## config.mk

```make
export PLATFORM = sky130hd
export DESIGN_NAME = ex_result_bypass
export DESIGN_NICKNAME = d
export VERILOG_FILES = /design/src/rtl/bypass_pkg.sv /design/src/rtl/fwd_sel.sv /design/src/rtl/ex_result_bypass.sv
export SDC_FILE = /design/constraint.sdc
export NUM_CORES = 1
export LEC_CHECK = 0
export CORE_MARGIN = 2
export CORE_UTILIZATION = 35
export DETAILED_ROUTE_END_ITERATION = 8
export PLACE_DENSITY = 0.73
export SLEW_MARGIN = 40
export SYNTH_ARGS = -nofsm -noshare
export SYNTH_HDL_FRONTEND = slang
export SYNTH_SLANG_ARGS = --single-unit
```

## constraint.sdc

```tcl
create_clock -name clk -period 2.8 [get_ports clk]
set_input_delay 0.28 -clock clk [delete_from_list [all_inputs] [get_ports clk]]
set_output_delay 0.28 -clock clk [all_outputs]
set_load 0.05 [all_outputs]
```

## src/rtl/bypass_pkg.sv

```systemverilog
// Shared types and constants for the EX result pipeline and operand bypass.
package bypass_pkg;

    localparam int unsigned XLEN  = 32;
    localparam int unsigned RA_W  = 5;
    localparam int unsigned N_ENT = 6;  // EX.b, EX.a, MEM.b, MEM.a, WB.b, WB.a
    localparam int unsigned N_EX  = 2;  // first N_EX entries are the EX stage
    localparam int unsigned N_OPS = 4;  // ID source operands

    typedef struct packed {
        logic            valid;
        logic            we;
        logic [RA_W-1:0] rd;
        logic            is_load;
        logic [XLEN-1:0] data;
    } fwd_entry_t;

    // An entry can supply a value only if it really writes a non-zero register.
    function automatic logic is_live(input fwd_entry_t e);
        return e.valid & e.we & (e.rd != '0);
    endfunction

    // A load's result replaces its ALU data once the load data is available in MEM.
    function automatic fwd_entry_t with_load_data(input fwd_entry_t e,
                                                  input logic [XLEN-1:0] ld_data);
        fwd_entry_t r;
        r = e;
        if (e.is_load) begin
            r.data = ld_data;
        end
        return r;
    endfunction

endpackage

```

## src/rtl/fwd_sel.sv

```systemverilog
// One operand's forwarding mux: youngest live match wins, else register file.
module fwd_sel
    import bypass_pkg::*;
(
    input  logic [RA_W-1:0] rs_i,
    input  logic [XLEN-1:0] rf_rdata_i,
    input  fwd_entry_t      ent_i [N_ENT],
    output logic [XLEN-1:0] data_o,
    output logic            load_hit_o
);

    // Scan oldest to youngest so the youngest match overwrites; r0 always reads 0.
    always_comb begin
        data_o     = rf_rdata_i;
        load_hit_o = 1'b0;
        for (int i = int'(N_ENT) - 1; i >= 0; i--) begin
            if (is_live(ent_i[i]) && (ent_i[i].rd == rs_i)) begin
                data_o     = ent_i[i].data;
                load_hit_o = (i < int'(N_EX)) && ent_i[i].is_load;
            end
        end
        if (rs_i == '0) begin
            data_o     = '0;
            load_hit_o = 1'b0;
        end
    end

endmodule

```

## src/rtl/ex_result_bypass.sv

```systemverilog
// Dual-slot EX->MEM->WB result pipeline with forwarding to the four ID operands.
module ex_result_bypass
    import bypass_pkg::*;
(
    input  logic            clk,
    input  logic            rstn,
    input  logic            EX_stall,
    input  logic            EX_valid_a,
    input  logic            EX_valid_b,
    input  logic            EX_we_a,
    input  logic            EX_we_b,
    input  logic [RA_W-1:0] EX_rd_a,
    input  logic [RA_W-1:0] EX_rd_b,
    input  logic            EX_is_load_a,
    input  logic            EX_is_load_b,
    input  logic [XLEN-1:0] EX_alu_result_a,
    input  logic [XLEN-1:0] EX_alu_result_b,
    input  logic            EX_flush_b,
    input  logic [XLEN-1:0] MEM_ld_data_a,
    input  logic [XLEN-1:0] MEM_ld_data_b,
    input  logic [RA_W-1:0] ID_rs_a1,
    input  logic [RA_W-1:0] ID_rs_a2,
    input  logic [RA_W-1:0] ID_rs_b1,
    input  logic [RA_W-1:0] ID_rs_b2,
    input  logic [XLEN-1:0] ID_rf_rdata_a1,
    input  logic [XLEN-1:0] ID_rf_rdata_a2,
    input  logic [XLEN-1:0] ID_rf_rdata_b1,
    input  logic [XLEN-1:0] ID_rf_rdata_b2,
    output logic [XLEN-1:0] ID_fwd_rdata_a1,
    output logic [XLEN-1:0] ID_fwd_rdata_a2,
    output logic [XLEN-1:0] ID_fwd_rdata_b1,
    output logic [XLEN-1:0] ID_fwd_rdata_b2,
    output logic            ID_load_use_stall,
    output logic            WB_we_a,
    output logic            WB_we_b,
    output logic [RA_W-1:0] WB_rd_a,
    output logic [RA_W-1:0] WB_rd_b,
    output logic [XLEN-1:0] WB_wdata_a,
    output logic [XLEN-1:0] WB_wdata_b
);

    fwd_entry_t ex_a, ex_b;
    fwd_entry_t mem_a_q, mem_a_d, mem_b_q, mem_b_d;
    fwd_entry_t wb_a_q, wb_a_d, wb_b_q, wb_b_d;
    fwd_entry_t mem_a_fwd, mem_b_fwd;
    fwd_entry_t ents [N_ENT];

    logic [RA_W-1:0] rs       [N_OPS];
    logic [XLEN-1:0] rf_rdata [N_OPS];
    logic [XLEN-1:0] fwd      [N_OPS];
    logic [N_OPS-1:0] load_hit;

    // EX bundle as entries; a flushed slot B is never live.
    always_comb begin
        ex_a = '{valid: EX_valid_a, we: EX_we_a, rd: EX_rd_a,
                 is_load: EX_is_load_a, data: EX_alu_result_a};
        ex_b = '{valid: EX_valid_b & ~EX_flush_b, we: EX_we_b, rd: EX_rd_b,
                 is_load: EX_is_load_b, data: EX_alu_result_b};
    end

    // MEM entries with load data substituted: feeds both forwarding and WB capture.
    always_comb begin
        mem_a_fwd = with_load_data(mem_a_q, MEM_ld_data_a);
        mem_b_fwd = with_load_data(mem_b_q, MEM_ld_data_b);
    end

    // Advance MEM and WB on non-stalled cycles; hold otherwise.
    always_comb begin
        mem_a_d = mem_a_q;
        mem_b_d = mem_b_q;
        wb_a_d  = wb_a_q;
        wb_b_d  = wb_b_q;
        if (!EX_stall) begin
            mem_a_d = ex_a;
            mem_b_d = ex_b;
            wb_a_d  = mem_a_fwd;
            wb_b_d  = mem_b_fwd;
        end
    end

    // Stage registers; reset discards everything in flight and wins over stall.
    always_ff @(posedge clk) begin
        if (!rstn) begin
            mem_a_q <= '0;
            mem_b_q <= '0;
            wb_a_q  <= '0;
            wb_b_q  <= '0;
        end else begin
            mem_a_q <= mem_a_d;
            mem_b_q <= mem_b_d;
            wb_a_q  <= wb_a_d;
            wb_b_q  <= wb_b_d;
        end
    end

    // Candidate list in forwarding priority order, youngest first.
    always_comb begin
        ents[0] = ex_b;
        ents[1] = ex_a;
        ents[2] = mem_b_fwd;
        ents[3] = mem_a_fwd;
        ents[4] = wb_b_q;
        ents[5] = wb_a_q;
    end

    // Flatten the four ID operands for the per-operand selectors.
    always_comb begin
        rs[0]       = ID_rs_a1;
        rs[1]       = ID_rs_a2;
        rs[2]       = ID_rs_b1;
        rs[3]       = ID_rs_b2;
        rf_rdata[0] = ID_rf_rdata_a1;
        rf_rdata[1] = ID_rf_rdata_a2;
        rf_rdata[2] = ID_rf_rdata_b1;
        rf_rdata[3] = ID_rf_rdata_b2;
    end

    for (genvar g = 0; g < int'(N_OPS); g++) begin : g_sel
        fwd_sel u_fwd_sel (
            .rs_i       (rs[g]),
            .rf_rdata_i (rf_rdata[g]),
            .ent_i      (ents),
            .data_o     (fwd[g]),
            .load_hit_o (load_hit[g])
        );
    end

    // Operand outputs, load-use stall and register-file write ports.
    always_comb begin
        ID_fwd_rdata_a1   = fwd[0];
        ID_fwd_rdata_a2   = fwd[1];
        ID_fwd_rdata_b1   = fwd[2];
        ID_fwd_rdata_b2   = fwd[3];
        ID_load_use_stall = |load_hit;
        WB_we_a           = is_live(wb_a_q);
        WB_we_b           = is_live(wb_b_q);
        WB_rd_a           = wb_a_q.rd;
        WB_rd_b           = wb_b_q.rd;
        WB_wdata_a        = wb_a_q.data;
        WB_wdata_b        = wb_b_q.data;
    end

endmodule

```

==> flow_metrics.tcl <==
set metrics [dict create \
    status "finished, violations left" \
    failed_checks "setup timing" \
    power_density_nw_per_um2 294 \
    r2r_setup_slack_ns 1.13 \
    yosys_warnings 0 \
    ys.flop_type "dfxtp_1" \
    synth_edf_count 0 \
    drtIter0Drc 3090 \
    required_ns 2.52 \
    nNetsFinal 2880 \
    synth_nets 2284 \
    fill_cells 3111 \
    placed_area_um2 25300 \
    coreArea_um2 45300 \
    hp-class "primary input to flip-flop" \
    fin_hold_ws_ns 0.176 \
    path_max_fanout 4 \
    clock-skew-final_ns 0.0127 \
    seq_area_frac_synth_pct 19.7 \
    cts.path.max_buffers 2 \
    grt_most_used_layer "met2" \
    finalSetupTns_ns -39.85 \
    p_leak_nw 12.4 \
    vias 21900 \
    dieHeight_um 218 \
    finalCritPeriodShare_pct 118 \
    syn-instance-count 1988 \
    routed_wl_um 107000 \
    design_area_um2 31500 \
    max-vdd-ir-drop_mv 0.331 \
    grt_util_met3_pct 12.0 \
    numCtsBuffers 17 \
    grt_pass1_wl_um 142000 \
    hold_viol 0 \
    r2r-end "WB_wdata_b[12]" \
    grt_overflow 0 \
    rr_worst_depth 4 \
    rows 78 \
    synth_cell_types 52 \
    crit_path_start_kind "flip-flop" \
    first_pass_iters 6 \
    slew_headroom_pct 51.0 \
    vias_per_cell 6.85 \
    root_buffer "clkbuf_16" \
    async_reset_ff_share_pct 0 \
    startpoint "WB_rd_a[1]" \
    ant_nets 0 \
    worst_skew_pair.late_latency_ns 0.47 \
    wl_per_cell_um 33.4 \
    reg2reg_from "ents[152]" \
    rsz0062_at_grt "true" \
    clkSlewWorstSetupHoldPaths_ns 0.07 \
    tightest_slew_ns 0.728 \
    io_pins 501 \
    dieWidth_um 218 \
    port_buffers 500 \
    antenna_found_initial 8 \
    synth_seq_cells 158 \
    crit_arrival_ns 3.02 \
    worst_setup_path_end_kind "primary output" \
    worstSetupPathType "flip-flop to primary output" \
    drv_cap 0 \
    grt_pass1_vias 21000 \
    cts_tree "yes" \
    gr-usage-all-layers_pct 40.5 \
    maxSlewViolCount 0 \
    avgSynthCellArea_um2 8.06 \
    drc 0 \
    htree_num_levels 4 \
    hpwl_um 66400 \
    setup_viol 128 \
    max_freq_ghz 0.303 \
    fin_crit_ns 3.30 \
    syn_area_um2 16000 \
    use_met2_pct 63.6 \
    cts_sinks 158 \
    drive_gt1_share_pct 44.4 \
    gp_congestion 1.00 \
    initial_utilization_pct 35.4 \
    grt_start_max_net_pins 69 \
    dieArea_um2 47500 \
    grt_use_met1_pct 48.3 \
    endpoint "ID_fwd_rdata_a1[18]" \
    setup_ws_ns -0.500 \
    area_growth_syn_to_layout_pct 96.6 \
]
==> cell usage in the layout (no fill, tap or decap), drive strengths merged, types with 13 or more instances in the layout <==
cell           Yosys  routed
a211oi            27      27
a21oi             21      21
a221oi            96      96
and2              14      14
and3              13      13
buf              128     503
clkbuf           170      24
clkdlybuf4s50      0     341
dfxtp            158     158
dlygate4sd2        0      21
inv               28      30
mux2             148     148
mux2i            203     203
nand2             81      81
nand2b            51      51
nand3             15      15
nor2              76      76
nor2b             95      95
o211a             51      51
o21ai            164     164
o22ai            224     224
o32ai             27      27
or4               15      15
xnor2             60      60
xor2              60      60
==> Yosys cell counts, types with 51 or more instances <==
cell type / instances / area share, %
a221oi_1: 96 / 5.2
nand2_1: 81 / 1.9
dfxtp_1: 158 / 20
xnor2_1: 60 / 3.3
buf_4: 76 / 3.6
mux2_2: 145 / 10
xor2_1: 60 / 3.3
nand2b_1: 51 / 2.0
o21ai_0: 160 / 5.0
nor2_1: 76 / 1.8
o211a_1: 51 / 3.2
mux2i_1: 203 / 13
o22ai_1: 224 / 8.7
nor2b_1: 95 / 3.7
clkbuf_1: 170 / 4.0
==> through the flow <==
stage / cells / total power [mW] / worst slack [ns] / utilization [%]
CTS: 3176 / 8.92 / -0.412 / 65.5
detailed placement: 3083 / 6.19 / -0.553 / 55.9
finish: 3200 / 9.27 / -0.500 / 69.6
global route: 3198 / 9.45 / -0.485 / 69.6
floorplan: 1988 / 4.45 / -0.248 / -
global placement: 3083 / 6.16 / -0.601 / 55.9
==> how the worst min path moves through the flow <==
stage / startpoint / endpoint / slack (ns) / depth (start not counted)
after detailed placement: mem_b_q[28] / mem_b_q[28] / 0.50 / 2
final: EX_rd_b[4] / ents[157] / 0.18 / 3
after CTS: EX_we_b / ents[158] / 0.21 / 3
after global routing: EX_rd_b[4] / ents[157] / 0.18 / 3
after global placement: mem_a_q[17] / mem_a_q[17] / 0.49 / 2
after floorplan: EX_is_load_a / ents[112] / 0.45 / 2
==> critical path, cell delays in order (launching register included) <==
cell and delay [ns]:
dfxtp_4 0.39, nor3_2 0.04, a21o_2 0.28, buf_6 0.14, nor4_4 0.27, buf_6 0.18, buf_12 0.15, buf_12 0.13
mux2_4 0.31, mux2i_4 0.35, o22ai_4 0.14, buf_12 0.17
==> cell type report <==
class,count,area [um2],share of cell area [%]
sequential,158,3190,10.1
tap,600,751,2.38
clock buffer,19,453,1.44
inverter,28,109,0.345
timing repair buffer,875,10800,34.3
multi-input combinational,1504,16100,51.0
antenna,3,7.51,0.0238
clock inverter,13,111,0.353
==> power by group <==
group          total, mW  switching, mW  internal, mW
combinational       4.26           2.29          1.97
sequential          2.58          0.197          2.38
clock               2.43           1.16          1.27
==> repair_timing <==
action / 4_1_cts / 5_1_grt
hold buffers: 0 / 0
endpoints found under the setup margin: 129 / 129
pin swaps: 147 / 123
cloned: 19 / 3
endpoints found under the hold margin: 0 / 0
setup buffers: 54 / 39
resized for setup: 599 / 335
==> state kept, by name (all words and copies together) (netlist names) <==
| register | count |
|---|---|
| ents | 20 |
| mem_b_q | 32 |
| mem_a_q | 32 |
| WB_rd_a | 5 |
| WB_rd_b | 5 |
| WB_wdata_b | 32 |
| WB_wdata_a | 32 |
==> layer usage <==
layer,wire length [um],part of all wire [%],up-vias
met1,37700,35,10400
met5,78,0.073,-
met3,13000,12,778
li1,-,-,8645
met2,46600,44,2057
met4,9350,8.8,12
==> cells by family (layout without fill, tap and decap cells) <==
logic type,count (synthesis),in the layout,synth area share [%]
AOI/OAI and AO/OA,630,630,27.1
buffers and inverters,326,935,9.83
other,0,3,0
xor gates and xnor gates,120,120,6.56
DFF,158,158,19.7
muxes,351,351,23.1
and+or+nand+nor,403,403,13.7
No activity file was read; power rests on OpenSTA's default activity.
